<file path="config.mk">
export PLATFORM = sky130hd
export DESIGN_NAME = conv_result_unloader
export DESIGN_NICKNAME = d
export VERILOG_FILES = /design/src/rtl/conv_pkg.sv /design/src/rtl/conv_result_unloader_packer.sv /design/src/rtl/conv_result_unloader.sv
export SDC_FILE = /design/constraint.sdc
export NUM_CORES = 1
export LEC_CHECK = 0
export ABC_AREA = 0
export CAP_MARGIN = 30
export CORE_MARGIN = 5
export CORE_UTILIZATION = 48
export CTS_CLUSTER_SIZE = 20
export DETAILED_ROUTE_END_ITERATION = 10
export PLACE_DENSITY = 0.89
export SYNTH_ARGS = -nofsm -noshare
export SYNTH_HDL_FRONTEND = slang
export SYNTH_SLANG_ARGS = --single-unit
export TNS_END_PERCENT = 50
</file>
<file path="constraint.sdc">
create_clock -name clk -period 2.4 [get_ports clk]
set_clock_uncertainty 0.05 [all_clocks]
set_input_delay 0.48 -clock clk [delete_from_list [all_inputs] [get_ports clk]]
set_output_delay 0.48 -clock clk [all_outputs]
set_load 0.005 [all_outputs]
</file>
<file path="src/rtl/conv_pkg.sv">
// Shared constants, FSM state encoding and helpers for the conv result unloader.
// Optional build macro: RESULT_STATS_EN (adds the ones_total port).
package conv_pkg;
  localparam int ADDR_W  = 12;
  localparam int DATA_W  = 16;
  localparam int RES_W   = 4;
  localparam int PACK    = DATA_W / RES_W;
  localparam int RES_LSB = 0;
  localparam int SLOT_W  = $clog2(PACK) + 1;

  typedef enum logic [2:0] {
    IDLE  = 3'd0,
    FETCH = 3'd1,
    CAPT  = 3'd2,
    EMIT  = 3'd3,
    DONE  = 3'd4
  } state_t;

  function automatic logic [2:0] res_ones(
    input logic [RES_W-1:0] v
  );
    res_ones = '0;
    for (int i = 0; i < RES_W; i++)
      res_ones = res_ones + 3'(v[i]);
  endfunction
endpackage

</file>
<file path="src/rtl/conv_result_unloader_packer.sv">
// Slot-indexed tile register: loads one result per slot, flags when full.
// Build macro RESULT_STATS_EN does not affect this block.
module result_packer
  import conv_pkg::*;
(
  input  logic              i_clk,
  input  logic              i_rst,
  input  logic              i_clr,
  input  logic              i_ld,
  input  logic [RES_W-1:0]  i_din,
  output logic [DATA_W-1:0] o_data,
  output logic              o_full
);
  logic [DATA_W-1:0] r_data;
  logic [SLOT_W-1:0] r_slot;
  logic              w_at_last;
  logic              w_is_full;

  assign w_at_last = (r_slot == SLOT_W'(PACK - 1));
  assign w_is_full = (r_slot == SLOT_W'(PACK));
  // Look-ahead: full once the load in this cycle fills the top slot
  assign o_full = w_is_full || (i_ld && w_at_last);
  assign o_data = r_data;

  always_ff @(posedge i_clk) begin
    if (i_rst || i_clr) begin
      r_data <= '0;
      r_slot <= '0;
    end else if (i_ld && !w_is_full) begin
      r_data[r_slot[SLOT_W-2:0]*RES_W +: RES_W] <= i_din;
      r_slot <= r_slot + SLOT_W'(1);
    end
  end
endmodule

</file>
<file path="src/rtl/conv_result_unloader.sv">
// Reads 4-bit results from SRAM and streams them as packed 16-bit tiles.
// Build macro RESULT_STATS_EN adds ones_total (1-bit count of the job).
module conv_result_unloader
  import conv_pkg::*;
(
  input  logic              clk,
  input  logic              reset_b,
  input  logic              go,
  input  logic [ADDR_W-1:0] start_addr,
  input  logic [ADDR_W-1:0] num_results,
  output logic              busy,
  output logic [ADDR_W-1:0] dut_sram_read_address,
  output logic              dut_sram_read_enable,
  input  logic [DATA_W-1:0] sram_dut_read_data,
  output logic [DATA_W-1:0] out_data,
  output logic              out_valid,
  input  logic              out_ready,
  output logic              out_last
`ifdef RESULT_STATS_EN
  ,
  output logic [ADDR_W+2:0] ones_total
`endif
);
  state_t            r_state;
  state_t            w_next;
  logic [ADDR_W-1:0] r_addr;
  logic [ADDR_W-1:0] r_rem;
  logic              w_accept;
  logic              w_clr;
  logic              w_ld;
  logic              w_full;
  logic [DATA_W-1:0] w_pk_data;
  logic [RES_W-1:0]  w_res;
  logic              w_unused;

  assign w_res    = sram_dut_read_data[RES_LSB +: RES_W];
  assign w_unused = ^sram_dut_read_data[DATA_W-1:RES_W];
  assign w_accept = (r_state == IDLE) && go;
  assign w_ld     = (r_state == CAPT);
  // New tile starts on an accepted go or a handshake with results left
  assign w_clr    = w_accept ||
                    ((r_state == EMIT) && out_ready && (r_rem != '0));

  result_packer u_packer (
    .i_clk  (clk),
    .i_rst  (reset_b),
    .i_clr  (w_clr),
    .i_ld   (w_ld),
    .i_din  (w_res),
    .o_data (w_pk_data),
    .o_full (w_full)
  );

  always_ff @(posedge clk) begin
    if (reset_b) begin
      r_state <= IDLE;
      r_addr  <= '0;
      r_rem   <= '0;
    end else begin
      r_state <= w_next;
      if (w_accept) begin
        r_addr <= start_addr;
        r_rem  <= num_results;
      end else if (r_state == CAPT) begin
        r_addr <= r_addr + ADDR_W'(1);
        r_rem  <= r_rem - ADDR_W'(1);
      end
    end
  end

  always_comb begin
    w_next = r_state;
    unique case (r_state)
      IDLE:
        if (go)
          w_next = (num_results == '0) ? DONE : FETCH;
      FETCH:
        w_next = CAPT;
      CAPT:
        w_next = (w_full || r_rem == ADDR_W'(1)) ? EMIT : FETCH;
      EMIT:
        if (out_ready)
          w_next = (r_rem == '0) ? DONE : FETCH;
      DONE:
        w_next = IDLE;
      default:
        w_next = IDLE;
    endcase
  end

  assign busy                  = (r_state != IDLE);
  assign dut_sram_read_enable  = (r_state == FETCH);
  assign dut_sram_read_address =
    dut_sram_read_enable ? r_addr : '0;
  assign out_valid             = (r_state == EMIT);
  assign out_data              = out_valid ? w_pk_data : '0;
  assign out_last              = out_valid && (r_rem == '0);

`ifdef RESULT_STATS_EN
  logic [ADDR_W+2:0] r_ones;

  always_ff @(posedge clk) begin
    if (reset_b || w_accept)
      r_ones <= '0;
    else if (r_state == CAPT)
      r_ones <= r_ones + (ADDR_W+3)'(res_ones(w_res));
  end

  assign ones_total = r_ones;
`endif
endmodule

</file>
=== After elaboration in Yosys (flattened, before gate mapping) ===
Cells that the tools add are included.

* Add/sub/neg operators: 4
* Equality and inequality tests: 8
* Shift operators: 2
* Muxes and demuxes: 13
* Reductions and logical operators: 18

{| class="wikitable"
|+ Operators with widths
! kind !! count
|-
| $mux W12 || 5
|-
| $neg A4 Y34 || 1
|-
| $shift A4 B34 Y16 const A || 1
|-
| $shiftx A4 B34 Y16 || 1
|-
| $logic_not A12 Y1 || 2
|-
| $bwmux W16 || 1
|-
| $mux W16 || 1
|-
| $add A12 B1 Y12 const B || 1
|-
| $eq A12 B1 Y1 const B || 1
|-
| $mux W3 || 4
|-
| $pmux W3 S4 || 1
|-
| $reduce_bool A12 Y1 || 1
|-
| $sub A12 B1 Y12 const B || 1
|-
| $eq A3 B2 Y1 const B || 3
|-
| $logic_and A1 B1 Y1 || 6
|-
| $logic_or A1 B1 Y1 || 4
|-
| $add A3 B1 Y3 const B || 1
|-
| $eq A3 B1 Y1 const B || 1
|-
| $eq A3 B3 Y1 const B || 1
|-
| $logic_not A3 Y1 || 1
|-
| $reduce_bool A3 Y1 || 1
|-
| $mux W2 || 1
|-
| $ne A2 B1 Y1 const B || 1
|-
| $ne A2 B2 Y1 const B || 1
|-
| 3 further kinds || 3
|}

* Register bits after elaboration: 46
* Input port bits: 44
* Logic and storage cells: 50

=== Depth between registers and ports, before layout ===
Gate-level depths: netlist (run 1).

* Depth after elaboration: 6
* Depth in mapped cells: 8

=== By module ===
A second synthesis (run 1) with hierarchy kept.

* Cell total of the unflattened synthesis: 331
* Area, all modules: 2687.6 µm²

{| class="wikitable"
|+ By module, submodules not included
! module !! instances !! cells an instance !! area each (µm²) !! seq. area each (µm²)
|-
| conv_result_unloader || 1 || 222 || 1752.9 || 540.5
|-
| result_packer || 1 || 109 || 934.6 || 380.4
|}

=== Worst setup path before layout (run 1) ===
OpenSTA, ideal clock, no wires.

* Path type: reg2out
* Start point: register r_state[0]
* End point: output dut_sram_read_address[10]
* Arrival: 1267 ps
* Required time: 1870 ps
* Slack: 603 ps
* Stages on the path, launching flop included: 5
* Path buffers: 2
* Cells stage by stage: dfxtp_1 -> buf_2 -> nor3b_1 -> clkbuf_1 -> and2_1

* Word-level cells in the longest chain between the ends: 2

{| class="wikitable"
|+ Ends and longest elaborated chain
! element !! RTL line !! RTL
|-
| from (decl) || conv_result_unloader.sv:24 || <nowiki>state_t r_state;</nowiki>
|-
| from (signal assigned) || conv_result_unloader.sv:60 || <nowiki>r_state <= w_next;</nowiki>
|-
| $eq A3 B1 Y1 || conv_result_unloader.sv:92 || <nowiki>assign dut_sram_read_enable = (r_state == FETCH);</nowiki>
|-
| via dut_sram_read_enable || conv_result_unloader.sv:13 || <nowiki>output logic dut_sram_read_enable,</nowiki>
|-
| $mux W12 || conv_result_unloader.sv:94 || <nowiki>dut_sram_read_enable ? r_addr : '0;</nowiki>
|-
| to (decl) || conv_result_unloader.sv:12 || <nowiki>output logic [ADDR_W-1:0] dut_sram_read_address,</nowiki>
|}

The timed path passes the listed nets, and every way through them passes these cells.

=== Worst setup path after layout (run 1) ===
* Start point: register r_state[0]
* End point: output dut_sram_read_address[3]

* Word-level cells in the longest chain between the ends: 2

{| class="wikitable"
|+ Ends and longest elaborated chain
! element !! RTL line
|-
| $eq A3 B1 Y1 || conv_result_unloader.sv:92
|-
| $mux W12 || conv_result_unloader.sv:94
|}

Every way passes these cells.

==> results.yml, run 1 <==
sta:
  finalHoldViolCount: 0
  max_slew_margin_pct: 67.9
  slew_violations: 0
  rsz0062_at_grt: "yes"
  worst_pin_slew_ns: 0.478
  fin_crit_sh_pct: 99.0
  period_needed_ns: 2.38
  report.final.setup_viol: 0
  fmax_mhz: 421
  setup_ws_ns: 0.0250
  hold_slack_ns: 0.405
synthesis:
  post-synth-top-area-cell: "dfxtp_1"
  ys_ff_latch: 46
  yosys-top-cells-area: "dfxtp_1 34%, and2_1 6.5%, nand3_1 4.8%"
  yosysMostFrequentCell: "dfxtp_1"
  yosys.area.top_type_share_pct: 34.1
  ys_types: 49
  syn_area_per_cell_sq_um: 8.16
  syn_area_sq_um: 2700
  seq_area_frac_synth_pct: 34.1
  yosys_warnings: 0
  synth_common_cells: "46 x dfxtp_1, 32 x nand2_1, 28 x and2_1"
  ys.flop_type: "dfxtp_1"
  synthArstFlopShare_pct: 0
  synth_fp_nets: 385
  syn_inst: 331
  synth_edf_count: 0
power:
  peakVddDrop_mv: 0.350
  powerDensity_nw_per_um2: 487
  power.total_mw: 1.73
  power_leakage_nw: 1.23
die:
  core_area_sq_um: 5470
  dieArea_sq_um: 7230
  chipHeight_um: 85.0
  ios: 76
  initial_core_util_pct: 49.4
  die_w_um: 85.0
  rows: 27
finish:
  n_antenna_cell: 0
  nNetsFinal: 455
  syn2layout_area_growth_pct: 31.5
  seq_area_sq_um: 923
  drive_gt1_share_pct: 9.48
  fill_cells: 466
  final_area_sq_um: 3550
  multiInputGateArea_sq_um: 1660
cts:
  clockBufferDepth: 2
  htree_levels: 2
  numCtsBuffers: 5
  cts_root_buf: "clkbuf_8"
  clk_latency_ns: 0.29
  numClockSinks: 46
  cts_tree: "done"
  postCtsHoldBufs: 0
  path_clk_slew_ns: 0.08
hold_path:
  hold_path_depth: 2
  hp-class: "register to register"
detailed_routing:
  drtIter0Drc: 161
  drt_drc_violations_left: 0
  drt-total-wl_um: 7150
  wl_per_cell_um: 15.1
  dr.pass1.iters: 4
  viasPerCell: 5.81
  ant_nets: 0
  vias: 2750
grt:
  grt_pass1_vias: 2668
  grt_max_degree: 20
  antenna_found_initial: 0
  grt_first_pass_wirelength_um: 12200
  track_usage_pct: 20.1
  grt_overflow: 0
placement:
  place_hpwl_um: 5210
  port_buffers: 63
  gp_congestion: 0.803
  pre_cts_slack_ns: 0.0863
  postPlaceCellArea_sq_um: 3450
worst_setup_path:
  arrival_ns: 1.85
  reg2reg_depth: 6
  reg2reg_slack_ns: 0.35
  cp-start-kind: "register"
  critPathKind: "register to primary output"
  worstSetupEndpointType: "primary output"
  crit_fanout: 13
  cp.required_ns: 1.87
run:
  maxCapViolCount: 0
run_status:
  status: "complete, no violations"
[layout make-up]
| class | count | share of cell area, % |
|---|---|---|
| tap | 72 | 2.54 |
| timing repair buffer | 80 | 21.7 |
| inverter | 10 | 1.06 |
| sequential | 46 | 26.0 |
| multi-input combinational | 258 | 46.6 |
| clock buffer | 7 | 2.15 |
[layer usage]
layer	vias up	GRT usage [%]	share of wire, %
met4	0	6.76	1.5
li1	1350	-	-
met5	-	0	0
met2	106	34.5	48
met1	1281	24.1	43
met3	13	5.44	7.3
[path summary, 6_finish.rpt]
check	from	end
min	u_packer.o_data[3]	u_packer.o_data[3]
max reg2reg	r_state[1]	u_packer.o_data[10]
min reg2reg	u_packer.o_data[3]	u_packer.o_data[3]
max	r_state[0]	dut_sram_read_address[3]
[placed cells by master, fill, tap and decap left out, types with 10 or more instances in the layout]
cell type,count
clkdlybuf4s50_1,62
nor4_1,13
a21oi_1,21
nand3_1,26
and2_1,28
nor2_1,25
xnor2_1,10
nand2_1,32
buf_4,16
ha_1,10
dfxtp_1,44
[state kept, by name (all words and copies together) (netlist names)]
signal           count
u_packer.r_slot      3
r_addr              12
u_packer.o_data     16
r_state              3
r_rem               12
[where the power goes]
part	leakage, nW	switching (mW)	internal (mW)	total (mW)
sequential	0.377	0.0559	0.808	0.864
combinational	0.813	0.206	0.209	0.415
clock	0.0383	0.249	0.201	0.450
[per-stage QoR]
step / TNS, ns / util (%) / cells
finish: 0 / 64.9 / 473
global route: -0.450 / 64.9 / 473
CTS: 0 / 64.7 / 471
detailed placement: 0 / 63.0 / 462
global placement: 0 / 63.0 / 462
floorplan: 0 / - / 331
[worst max-delay path: stages, from the launching register on]
cell             delay, ns
dfxtp_1               0.36
nor3b_1               0.31
buf_4                 0.24
and2_1                0.15
clkdlybuf4s50_1       0.50
[cells by family after synthesis]
logic type                 count (synthesis)  share of synthesized area, %
muxes                                      1                         0.417
and+or+nand+nor                          166                          34.4
adders and majority gates                 10                          4.63
DFF                                       46                          34.1
buffers and inverters                     27                          4.63
AOI/OAI and AO/OA                         71                          18.7
xor gates and xnor gates                  10                          3.24
[repair_timing]
action / in CTS / in global routing
setup endpoints to repair: 10 / 25
gates resized for setup: 4 / 0
pin swaps: 2 / 1
setup buffers: 2 / 2
gates cloned: 0 / 0
No activity file was read; power rests on OpenSTA's default activity.
==> run 2: changes to the inputs <==
--- a/config.mk
+++ b/config.mk
@@ -6,10 +6,11 @@
 export NUM_CORES = 1
 export LEC_CHECK = 0
 export ABC_AREA = 0
+export ABC_CLOCK_PERIOD_IN_PS = 2400
 export CAP_MARGIN = 30
 export CORE_MARGIN = 5
 export CORE_UTILIZATION = 48
-export CTS_CLUSTER_SIZE = 20
+export CTS_CLUSTER_SIZE = 24
 export DETAILED_ROUTE_END_ITERATION = 10
 export PLACE_DENSITY = 0.89
 export SYNTH_ARGS = -nofsm -noshare
==> results of run 2 <==
Final layout, timing and power as in run 1 (identical DEF).
==> run 3: changes to the inputs <==
--- a/config.mk
+++ b/config.mk
@@ -8,6 +8,7 @@
 export ABC_AREA = 0
 export ABC_CLOCK_PERIOD_IN_PS = 2400
 export CAP_MARGIN = 30
+export CORE_ASPECT_RATIO = 0.7
 export CORE_MARGIN = 5
 export CORE_UTILIZATION = 48
 export CTS_CLUSTER_SIZE = 24
==> run 3 against run 2 <==
- via count decreased by 0.76%
- clock power increased by 9.3%
- wire length rose by 0.98%
- cell count is 0.21% higher
- global-route usage shrank 0.17 points
- combinational power increased by 2%
- critical endpoint is now out_data[14]
- highest routed layer unchanged
==> results.yml, run 3 (synthesized netlist as in run 1, its figures left out) <==
worst_setup_path:
  worstSetupEndpointType: "primary output"
  critPathKind: "register to primary output"
  reg2reg_slack_ns: 0.40
  crit_fanout: 11
  reg2reg_depth: 7
  cp-start-kind: "register"
  arrival_ns: 1.79
  cp.required_ns: 1.87
  regToRegEndpoint: "u_packer.r_slot[0]"
  timing.rr.start: "r_rem[0]"
run_status:
  status: "complete, no violations"
sta:
  report.final.setup_viol: 0
  hold_slack_ns: 0.403
  period_needed_ns: 2.32
  worst_pin_slew_ns: 0.537
  max_slew_margin_pct: 63.9
  fmax_mhz: 431
  finalHoldViolCount: 0
  slew_violations: 0
  fin_crit_sh_pct: 96.6
grt:
  track_usage_pct: 19.9
  antenna_found_initial: 0
  grt_max_degree: 24
  grt_first_pass_wirelength_um: 11800
  grt_pass1_vias: 2573
  grt_overflow: 0
cts:
  numCtsBuffers: 5
  postCtsHoldBufs: 0
  path_clk_slew_ns: 0.09
  clockBufferDepth: 2
  cts_root_buf: "clkbuf_8"
  clk_latency_ns: 0.30
  htree_levels: 2
  numClockSinks: 46
  cts_tree: "done"
power:
  powerDensity_nw_per_um2: 498
  power_leakage_nw: 1.24
  peakVddDrop_mv: 0.252
finish:
  syn2layout_area_growth_pct: 32.3
  final_cell_mix: "62 x clkdlybuf4s50_1, 43 x dfxtp_1, 32 x nand2_1"
  largest_reg_flops: 16
  final_cell_count_no_fill: 474
  n_antenna_cell: 0
  final_common_cell: "clkdlybuf4s50_1"
  nNetsFinal: 455
  drive_gt1_share_pct: 10.9
hold_path:
  min_to: "u_packer.o_data[12]"
  hp-class: "register to register"
  hold_start: "u_packer.o_data[12]"
  hold_path_depth: 2
placement:
  port_buffers: 63
  place_hpwl_um: 5490
  gp_congestion: 0.884
  dp.cells: 464
die:
  rows: 22
  core_area_sq_um: 5340
  initial_core_util_pct: 50.6
  die_w_um: 99.7
  chipHeight_um: 72.8
  ios: 76
  dieArea_sq_um: 7260
detailed_routing:
  vias: 2729
  wl_per_cell_um: 15.2
  drt-total-wl_um: 7220
  ant_nets: 0
  dr.pass1.iters: 4
  viasPerCell: 5.76
  drtIter0Drc: 247
  drt_drc_violations_left: 0
run:
  maxCapViolCount: 0
-- run 3: worst max path at each step --
stage,startpoint,end,cells after the start
floorplan,r_state[0],dut_sram_read_address[10],4
global placement,go,u_packer.o_data[8],6
detailed placement,go,r_addr[2],6
CTS,r_state[1],out_data[9],5
global route,r_state[2],out_data[9],5
finish,r_state[2],out_data[14],5
-- run 3: metal layers --
layer	wire length [um]	global-route usage, %
met1	3370	27.8
met2	3200	29.2
met3	524	5.35
met4	123	7.58
met5	0	0
-- run 3: per-stage QoR --
stage / total power, mW / worst slack [ns] / TNS (ns) / utilization, % / cell area, sq um
after floorplan: 1.12 / 0.603 / 0 / - / 2700
after global placement: 1.27 / 0.149 / 0 / 64.6 / 3450
after detailed placement: 1.28 / 0.139 / 0 / 64.6 / 3450
after CTS: 1.78 / 0.0225 / 0 / 66.8 / 3570
after global routing: 1.87 / -0.00999 / -0.0155 / 66.9 / 3570
final: 1.78 / 0.0806 / 0 / 66.9 / 3570
-- run 3: layout make-up --
class / count / area (sq um)
Timing Repair Buffer: 80 / 757
Inverter: 10 / 37.5
Sequential cell: 46 / 927
Multi-Input combinational cell: 258 / 1670
Tap cell: 72 / 90.1
Fill cell: 429 / 1770
Clock inverter: 1 / 5.00
Clock buffer: 7 / 86.3
-- run 3: critical path, stage by stage, from the launching register on --
cell and delay, ns:
dfxtp_1 0.34, nand3b_1 0.20, inv_2 0.13, buf_4 0.17, and2_1 0.14, clkdlybuf4s50_1 0.51
-- run 3: repair_timing --
| item | in CTS | in global routing |
|---|---|---|
| endpoints found under the setup margin | 1 | 18 |
| buffers inserted | 2 | 0 |
| pin swaps | 2 | 0 |
| gates resized for setup | 6 | 3 |
-- run 3: power breakdown --
part	leakage [nW]	switching, mW	internal [mW]
clock network	0.0482	0.259	0.233
logic	0.815	0.209	0.213
registers	0.377	0.0584	0.808
